--- src/rtl/shift_load_pkg.sv ---
// Shared encodings for the shift/load register: single-cycle ops, burst FSM
// states, burst directions and the per-bit next-state mux selects.
package shift_load_pkg;

    localparam logic [1:0] OP_HOLD = 2'b00;
    localparam logic [1:0] OP_LOAD = 2'b01;
    localparam logic [1:0] OP_SHR  = 2'b10;
    localparam logic [1:0] OP_SHL  = 2'b11;

    typedef enum logic {
        ST_IDLE  = 1'b0,
        ST_SHIFT = 1'b1
    } state_t;

    localparam logic DIR_RIGHT = 1'b0;
    localparam logic DIR_LEFT  = 1'b1;

    // Bit-cell mux selects; "left" is the more significant neighbour.
    localparam logic [1:0] CELL_HOLD       = 2'b00;
    localparam logic [1:0] CELL_LOAD       = 2'b01;
    localparam logic [1:0] CELL_FROM_LEFT  = 2'b10;
    localparam logic [1:0] CELL_FROM_RIGHT = 2'b11;

endpackage

--- src/rtl/shift_cell.sv ---
// One register bit: 4:1 next-state mux (hold/load/from-left/from-right)
// feeding a flop with asynchronous active-low reset.
module shift_cell
    import shift_load_pkg::*;
(
    input  logic       clk,
    input  logic       rst,
    input  logic [1:0] sel,
    input  logic       ld_d,
    input  logic       from_left,
    input  logic       from_right,
    output logic       q
);

    logic q_next;

    // Next-state select; hold keeps the bit when the register is idle or disabled.
    always_comb begin
        q_next = q;
        case (sel)
            CELL_HOLD:       q_next = q;
            CELL_LOAD:       q_next = ld_d;
            CELL_FROM_LEFT:  q_next = from_left;
            CELL_FROM_RIGHT: q_next = from_right;
            default:         q_next = q;
        endcase
    end

    // Storage flop.
    always_ff @(posedge clk or negedge rst) begin
        if (!rst) begin
            q <= 1'b0;
        end else begin
            q <= q_next;
        end
    end

endmodule

--- src/rtl/shift_load_register.sv ---
// WIDTH-bit hold/load/shift register with synchronous clear and an autonomous
// multi-cycle shift burst (start/busy/done). Control decode and burst FSM live
// here; the datapath is WIDTH shift_cell instances.
module shift_load_register
    import shift_load_pkg::*;
#(
    parameter int WIDTH = 16,
    parameter int CNT_W = $clog2(WIDTH + 1)
) (
    input  logic             clk,
    input  logic             rst,
    input  logic             ebl,
    input  logic             clr,
    input  logic [1:0]       op,
    input  logic [WIDTH-1:0] L,
    input  logic             sin,
    input  logic             start,
    input  logic [CNT_W-1:0] amt,
    input  logic             dir,
    output logic [WIDTH-1:0] Q,
    output logic             sout,
    output logic             busy,
    output logic             done
);

    state_t           state;
    logic [CNT_W-1:0] count;
    logic             dir_q;

    logic             shift_en;
    logic             shift_left;
    logic             ld_zero;
    logic [1:0]       cell_sel;
    logic [WIDTH-1:0] ld_data;
    logic [WIDTH-1:0] from_left_v;
    logic [WIDTH-1:0] from_right_v;

    assign busy = (state == ST_SHIFT);

    // Decode one action per enabled edge: clr > burst shift > start > op.
    always_comb begin
        shift_en   = 1'b0;
        shift_left = 1'b0;
        ld_zero    = 1'b0;
        cell_sel   = CELL_HOLD;
        if (ebl) begin
            if (clr) begin
                cell_sel = CELL_LOAD;
                ld_zero  = 1'b1;
            end else if (state == ST_SHIFT) begin
                shift_en   = 1'b1;
                shift_left = (dir_q == DIR_LEFT);
            end else if (!start) begin
                case (op)
                    OP_LOAD: cell_sel = CELL_LOAD;
                    OP_SHR:  shift_en = 1'b1;
                    OP_SHL: begin
                        shift_en   = 1'b1;
                        shift_left = 1'b1;
                    end
                    default: cell_sel = CELL_HOLD;
                endcase
            end
            if (shift_en) begin
                cell_sel = shift_left ? CELL_FROM_RIGHT : CELL_FROM_LEFT;
            end
        end
    end

    assign ld_data      = ld_zero ? '0 : L;
    assign from_left_v  = {sin, Q[WIDTH-1:1]};
    assign from_right_v = {Q[WIDTH-2:0], sin};

    for (genvar i = 0; i < WIDTH; i++) begin : g_cell
        shift_cell u_cell (
            .clk        (clk),
            .rst        (rst),
            .sel        (cell_sel),
            .ld_d       (ld_data[i]),
            .from_left  (from_left_v[i]),
            .from_right (from_right_v[i]),
            .q          (Q[i])
        );
    end

    // Burst FSM, count, latched direction, sout capture and done pulse.
    always_ff @(posedge clk or negedge rst) begin
        if (!rst) begin
            state <= ST_IDLE;
            count <= '0;
            dir_q <= DIR_RIGHT;
            sout  <= 1'b0;
            done  <= 1'b0;
        end else if (ebl) begin
            done <= 1'b0;
            if (shift_en) begin
                sout <= shift_left ? Q[WIDTH-1] : Q[0];
            end
            if (clr) begin
                state <= ST_IDLE;
                count <= '0;
            end else if (state == ST_SHIFT) begin
                count <= count - CNT_W'(1);
                if (count == CNT_W'(1)) begin
                    state <= ST_IDLE;
                    done  <= 1'b1;
                end
            end else if (start) begin
                if (amt != '0) begin
                    state <= ST_SHIFT;
                    count <= amt;
                    dir_q <= dir;
                end else begin
                    done <= 1'b1;
                end
            end
        end
    end

endmodule

--- config.mk ---
export PLATFORM = sky130hd
export DESIGN_NAME = shift_load_register
export DESIGN_NICKNAME = d
export VERILOG_FILES = /design/src/rtl/shift_load_pkg.sv /design/src/rtl/shift_cell.sv /design/src/rtl/shift_load_register.sv
export SDC_FILE = /design/constraint.sdc
export NUM_CORES = 1
export LEC_CHECK = 0
export BUFFER_PORTS_ARGS = -buffer_cell sky130_fd_sc_hd__buf_2
export CORE_UTILIZATION = 52
export DETAILED_ROUTE_END_ITERATION = 10
export GPL_ROUTABILITY_DRIVEN = 0
export PLACE_DENSITY = 0.87
export SLEW_MARGIN = 20
export SYNTH_ARGS = -nofsm -noshare
export SYNTH_HDL_FRONTEND = slang
export SYNTH_SLANG_ARGS = --single-unit
--- constraint.sdc ---
create_clock -name clk -period 1.6 [get_ports clk]
set_input_delay 0.32 -clock clk [delete_from_list [all_inputs] [get_ports clk]]
set_output_delay 0.32 -clock clk [all_outputs]
set_load 0.03 [all_outputs]
Word-level counts from Yosys, hierarchy flattened

Cells that the tools add are included.

Flip-flop bits (word level): 25
Input bits: 30
Output and inout bits: 19

Add/sub/neg operators: 1
Equal/unequal tests: 7
Muxes and demuxes: 53
Bitwise logic cells: 2
Reductions and logical operators: 8

Operators by type and width:

| cell                                                | count |
|---|---|
| one-hot mux 1 bit (3 select lines)                  | 16 |
| 2-to-1 mux 1 bit                                    | 30 |
| 2-to-1 mux 5 bit                                    | 4 |
| 2-to-1 mux 16 bit                                   | 1 |
| equality test 2 bit, second input constant          | 4 |
| nonzero test 3 bit                                  | 2 |
| equality test 5 x 1 -> 1 bit, second input constant | 1 |
| AND reduction 5 bit                                 | 1 |
| nonzero test 5 bit                                  | 1 |
| subtractor 5 x 1 -> 5 bit, second input constant    | 1 |
| equality test 2 x 1 -> 1 bit, second input constant | 2 |
| 2-to-1 mux 2 bit                                    | 2 |
| AND reduction 3 bit                                 | 1 |
| logical NOT 2 bit                                   | 1 |
| inverter 1 bit                                      | 2 |
| AND reduction 2 bit                                 | 1 |
| OR reduction 2 bit                                  | 1 |

Longest topological paths before layout

Depth after elaboration: 11
Gate-level depth with buffers: 7

Hierarchy

From an unflattened synthesis, not the netlist that was laid out.

Cells, all modules: 122
Area total of the unflattened synthesis: 1497.7 sq um

Modules (own cells, without submodules):

| module              | times used | cells each | area an instance (sq um) |
|---|---|---|---|
| shift_cell          | 16         | 2          | 47.5 |
| shift_load_register | 1          | 90         | 737.0 |

Worst setup path before layout

No wires, ideal clock.

Path type: register to register
Start: register state (netlist: busy)
End: register g_cell[9].u_cell.q
Setup time: 0.126 ns
Arrival: 1.492 ns
Setup slack: -0.018 ns
Cell stages (with the launch flop): 7
Path buffers: 2
Path through: dfrtp_1 -> buf_6 -> or2_4 -> o21a_4 -> buf_2 -> o22ai_1 -> a31oi_1

Cells in the longest elaborated chain, start to end: 8

Ends and longest elaborated chain:

| element                                                                    | RTL line                   | source |
|---|---|---|
| start: declaration                                                         | shift_load_register.sv:26  | `state_t state;` |
| start signal: assignment                                                   | shift_load_register.sv:89  | `state <= ST_IDLE;` |
| start signal: assignment                                                   | shift_load_register.sv:100 | `state <= ST_IDLE;` |
| start signal: assignment                                                   | shift_load_register.sv:105 | `state <= ST_IDLE;` |
| 2-to-1 mux 1 bit                                                           | shift_load_register.sv:50  | `end else if (state == ST_SHIFT) begin` |
| 2-to-1 mux 1 bit                                                           | shift_load_register.sv:47  | `if (clr) begin` |
| 2-to-1 mux 1 bit                                                           | shift_load_register.sv:46  | `if (ebl) begin` |
| 2-to-1 mux 1 bit                                                           | shift_load_register.sv:65  | `cell_sel = shift_left ? CELL_FROM_RIGHT : CELL_FROM_LEFT;` |
| 2-to-1 mux 2 bit *                                                         | shift_load_register.sv:64  | `if (shift_en) begin` |
| 2-to-1 mux 2 bit *                                                         | shift_load_register.sv:46  |  |
| equality test 2 bit / equality test 2 x 1 -> 1 bit (equally long branches) | shift_cell.sv:20           | `case (sel)` |
| one-hot mux 1 bit (3 select lines)                                         | shift_cell.sv:20           |  |
| end signal: assignment                                                     | shift_cell.sv:34           | `q <= q_next;` |
| end: declaration                                                           | shift_cell.sv:12           | `output logic q` |

Every way passes the cells marked *; elsewhere a longest branch is shown, timed or not. The select of a mux whose other input is x is not followed.
A chain may end at the register's enable or synchronous reset.

Final worst setup path

Start: register state (netlist: busy)
End: output busy

RTL lines:

| element          | RTL line                  | source |
|---|---|---|
| end: declaration | shift_load_register.sv:22 | `output logic busy,` |

No word-level cell between the ends.

==> impl_metrics.py <==
metrics = {
    "worst_setup_path": {
        "cp-start-kind": "register",
        "arrival_ns": 1.23,
        "end_kind": "primary output",
        "reg2regPathDepth": 4,
        "required_ns": 1.28,
        "worstSetupPathType": "reg -> out",
        "timing.rr.start": "busy",
        "cp_max_fo": 8,
        "reg2reg_slack_ns": 0.07,
        "r2r-end": "g_cell[10].u_cell.q",
    },
    "final_layout": {
        "nNetsFinal": 249,
        "drive_above_1_share_pct": 33.8,
        "diodes": 0,
        "n_fill_cell": 294,
        "multiInputGateArea_um2": 843,
        "syn_to_final_growth_pct": 12.8,
        "final_area_um2": 1900,
        "seq_area_um2": 627,
    },
    "timing": {
        "fin_crit_sh_pct": 96.9,
        "period_minus_slack_ns": 1.55,
        "setup_viol_count_final": 0,
        "fmaxAchievable_mhz": 645,
        "final-hold-violation-count": 0,
        "worstMarginPinSlew_ns": 0.569,
        "clock_skew_ns": 0.00377,
        "maxSlewHeadroom_pct": 62.1,
        "setup-tns-final_ns": 0,
        "rsz0062_at_grt": "true",
        "maxSlewViolCount": 0,
    },
    "floorplan": {
        "num_rows": 20,
        "die_h_um": 59.0,
        "coreArea_um2": 3050,
        "top_level_ports": 49,
        "die-area_um2": 3480,
        "initial_core_util_pct": 55.2,
        "die_w_um": 59.0,
    },
    "worst_hold_path": {
        "worstHoldEndpoint": "dir_q",
        "hp-class": "in -> reg",
        "whs_path_depth": 2,
        "hold_start": "dir",
    },
    "synthesis": {
        "ys_seq_elements": 25,
        "synth_area_leaders": "dfrtp_1 37%, buf_4 7.6%, a22oi_1 5.8%",
        "yosys_warnings": 0,
        "syn_nets": 212,
        "syn-cell-area_um2": 1690,
        "synth_flop_cell": "dfrtp_1",
        "syn_avg_cell_area_um2": 9.37,
        "synth.top_cell.area_share_pct": 37.1,
        "synth.yosys.seq_area_share_pct": 37.1,
        "yosysTopAreaCell": "dfrtp_1",
        "syn-instance-count": 180,
        "synth.distinct_cells": 39,
        "async_flop_share_pct": 100,
        "synth_edf_count": 0,
    },
    "global_routing": {
        "grt_pass1_wl_mm": 6.15,
        "grt.total_usage_pct": 23.2,
        "grt_pass1_vias": 1426,
        "grt_util_met2_pct": 39.3,
        "overflow": 0,
        "grt_max_degree": 26,
        "met3_usage_pct": 2.20,
        "antenna_found_initial": 0,
        "grt_use_met1_pct": 30.7,
        "busiest_layer": "met2",
    },
    "drt": {
        "drtPass1Iterations": 4,
        "num_vias": 1522,
        "wl_mm": 3.86,
        "drt-vias-per-instance": 5.85,
        "wl_per_cell_um": 14.8,
        "drc": 0,
        "drt_iter0_drc": 79,
        "ant_nets": 0,
    },
    "clock_network": {
        "tritoncts": "yes",
        "htree_levels": 1,
        "cts.sinks": 25,
        "clk_pin_slew_ns": 0.13,
        "cts_made_buffers": 3,
        "clk-insertion-delay-late_ns": 0.31,
        "clock_path_buffers": 2,
        "root_buffer": "clkbuf_4",
    },
    "pwr": {
        "power_density_nw_per_um2": 1120,
        "p_leak_nw": 0.849,
        "vdd_drop_max_uv": 692,
    },
    "status": {
        "status": "finished, final reports clean",
    },
    "placed_design": {
        "hpwlAfterDp_mm": 2.77,
        "port_buffers": 48,
        "place_area_um2": 1830,
    },
    "flow_run": {
        "cap_violations": 0,
    },
}
[final cells by class]
cell class | count | area share (%)
multi-input combinational | 122 | 44.3
sequential | 25 | 33.0
timing repair buffer | 57 | 16.8
tap | 44 | 2.89
inverter | 8 | 1.58
clock buffer | 4 | 1.38
[kinds of logic after synthesis]
group / Yosys count / synth area share, %
AOI/OAI and AO/OA: 75 / 32.8
adders and majority gates: 2 / 1.48
and+or+nand+nor: 43 / 13.8
DFF: 25 / 37.1
buffers and inverters: 33 / 13.6
muxes: 2 / 1.26
[layer usage]
layer / up-vias / part of all wire [%]
met1: 729 / 45
met4: 0 / 1.5
met3: 7 / 4.4
li1: 732 / -
met5: - / 0
met2: 54 / 49
[state kept, by name, summed over array words and instances (netlist names)]
name / cells
busy: 1
sout: 1
count: 5
done: 1
dir_q: 1
g_cell.u_cell.q: 16
[metrics by stage]
stage | worst slack (ns) | hold slack (ns) | cells | power, mW | util, %
5_1_grt | -0.0267 | 0.209 | 260 | 2.27 | 62.3
3_3_place_gp | 0.0869 | 0.345 | 252 | 1.82 | 60.1
4_1_cts | 0.00979 | 0.217 | 257 | 2.12 | 61.3
2_1_floorplan | 0.0261 | 0.0244 | 180 | 1.71 | -
6_report | 0.0493 | 0.232 | 260 | 2.14 | 62.3
3_5_place_dp | 0.0515 | 0.348 | 252 | 1.84 | 60.1
[worst max path at each step]
stage,start,end,cells past startpoint
after floorplan,busy,g_cell[9].u_cell.q,6
after global placement,busy,g_cell[6].u_cell.q,4
after detailed placement,busy,g_cell[7].u_cell.q,4
after CTS,busy,g_cell[7].u_cell.q,4
after global routing,busy,g_cell[10].u_cell.q,4
final,busy,busy,2
[critical path: stages, from the launching register on]
cell and delay, ns:
dfrtp_2 0.50, buf_2 0.21, buf_2 0.22
[Yosys cell counts, types with 4 or more instances]
cell / instances
inv_1: 8
a22oi_1: 13
nor2_1: 6
nand2_1: 15
buf_4: 17
a31oi_1: 7
o22ai_1: 15
nand3_1: 8
a21oi_1: 9
dfrtp_1: 25
buf_6: 5
o21ai_0: 9
o31ai_1: 4
[timing repair]
item | in CTS | in global routing
endpoints found under the setup margin | 0 | 14
hold buffers | 1 | 0
setup buffers | 0 | 3
hold endpoints to repair | 17 | 0
resized for setup | 0 | 2
[layout by cell type, fill, tap and decap left out, types with 2 or more instances in the layout]
cell,instances
nor3_1,3
nand2_1,15
o21ai_0,9
clkbuf_4,3
o21a_4,2
nand3_1,8
a211oi_1,3
nor3b_1,2
a22o_1,2
dfrtp_1,24
inv_1,8
buf_4,6
nor2_1,6
nor2b_1,2
o22ai_1,15
ha_1,2
o31ai_1,4
a21oi_1,9
buf_2,49
a2bb2oi_1,3
a22oi_1,13
a31oi_1,7
[power breakdown]
part | leakage, nW | switching, mW | internal [mW] | total, mW
clock network | 0.0150 | 0.182 | 0.0974 | 0.280
logic | 0.534 | 0.548 | 0.362 | 0.910
registers | 0.300 | 0.175 | 0.772 | 0.947
total | 0.849 | 0.904 | 1.23 | 2.14
(Power assumes the default switching activity.)
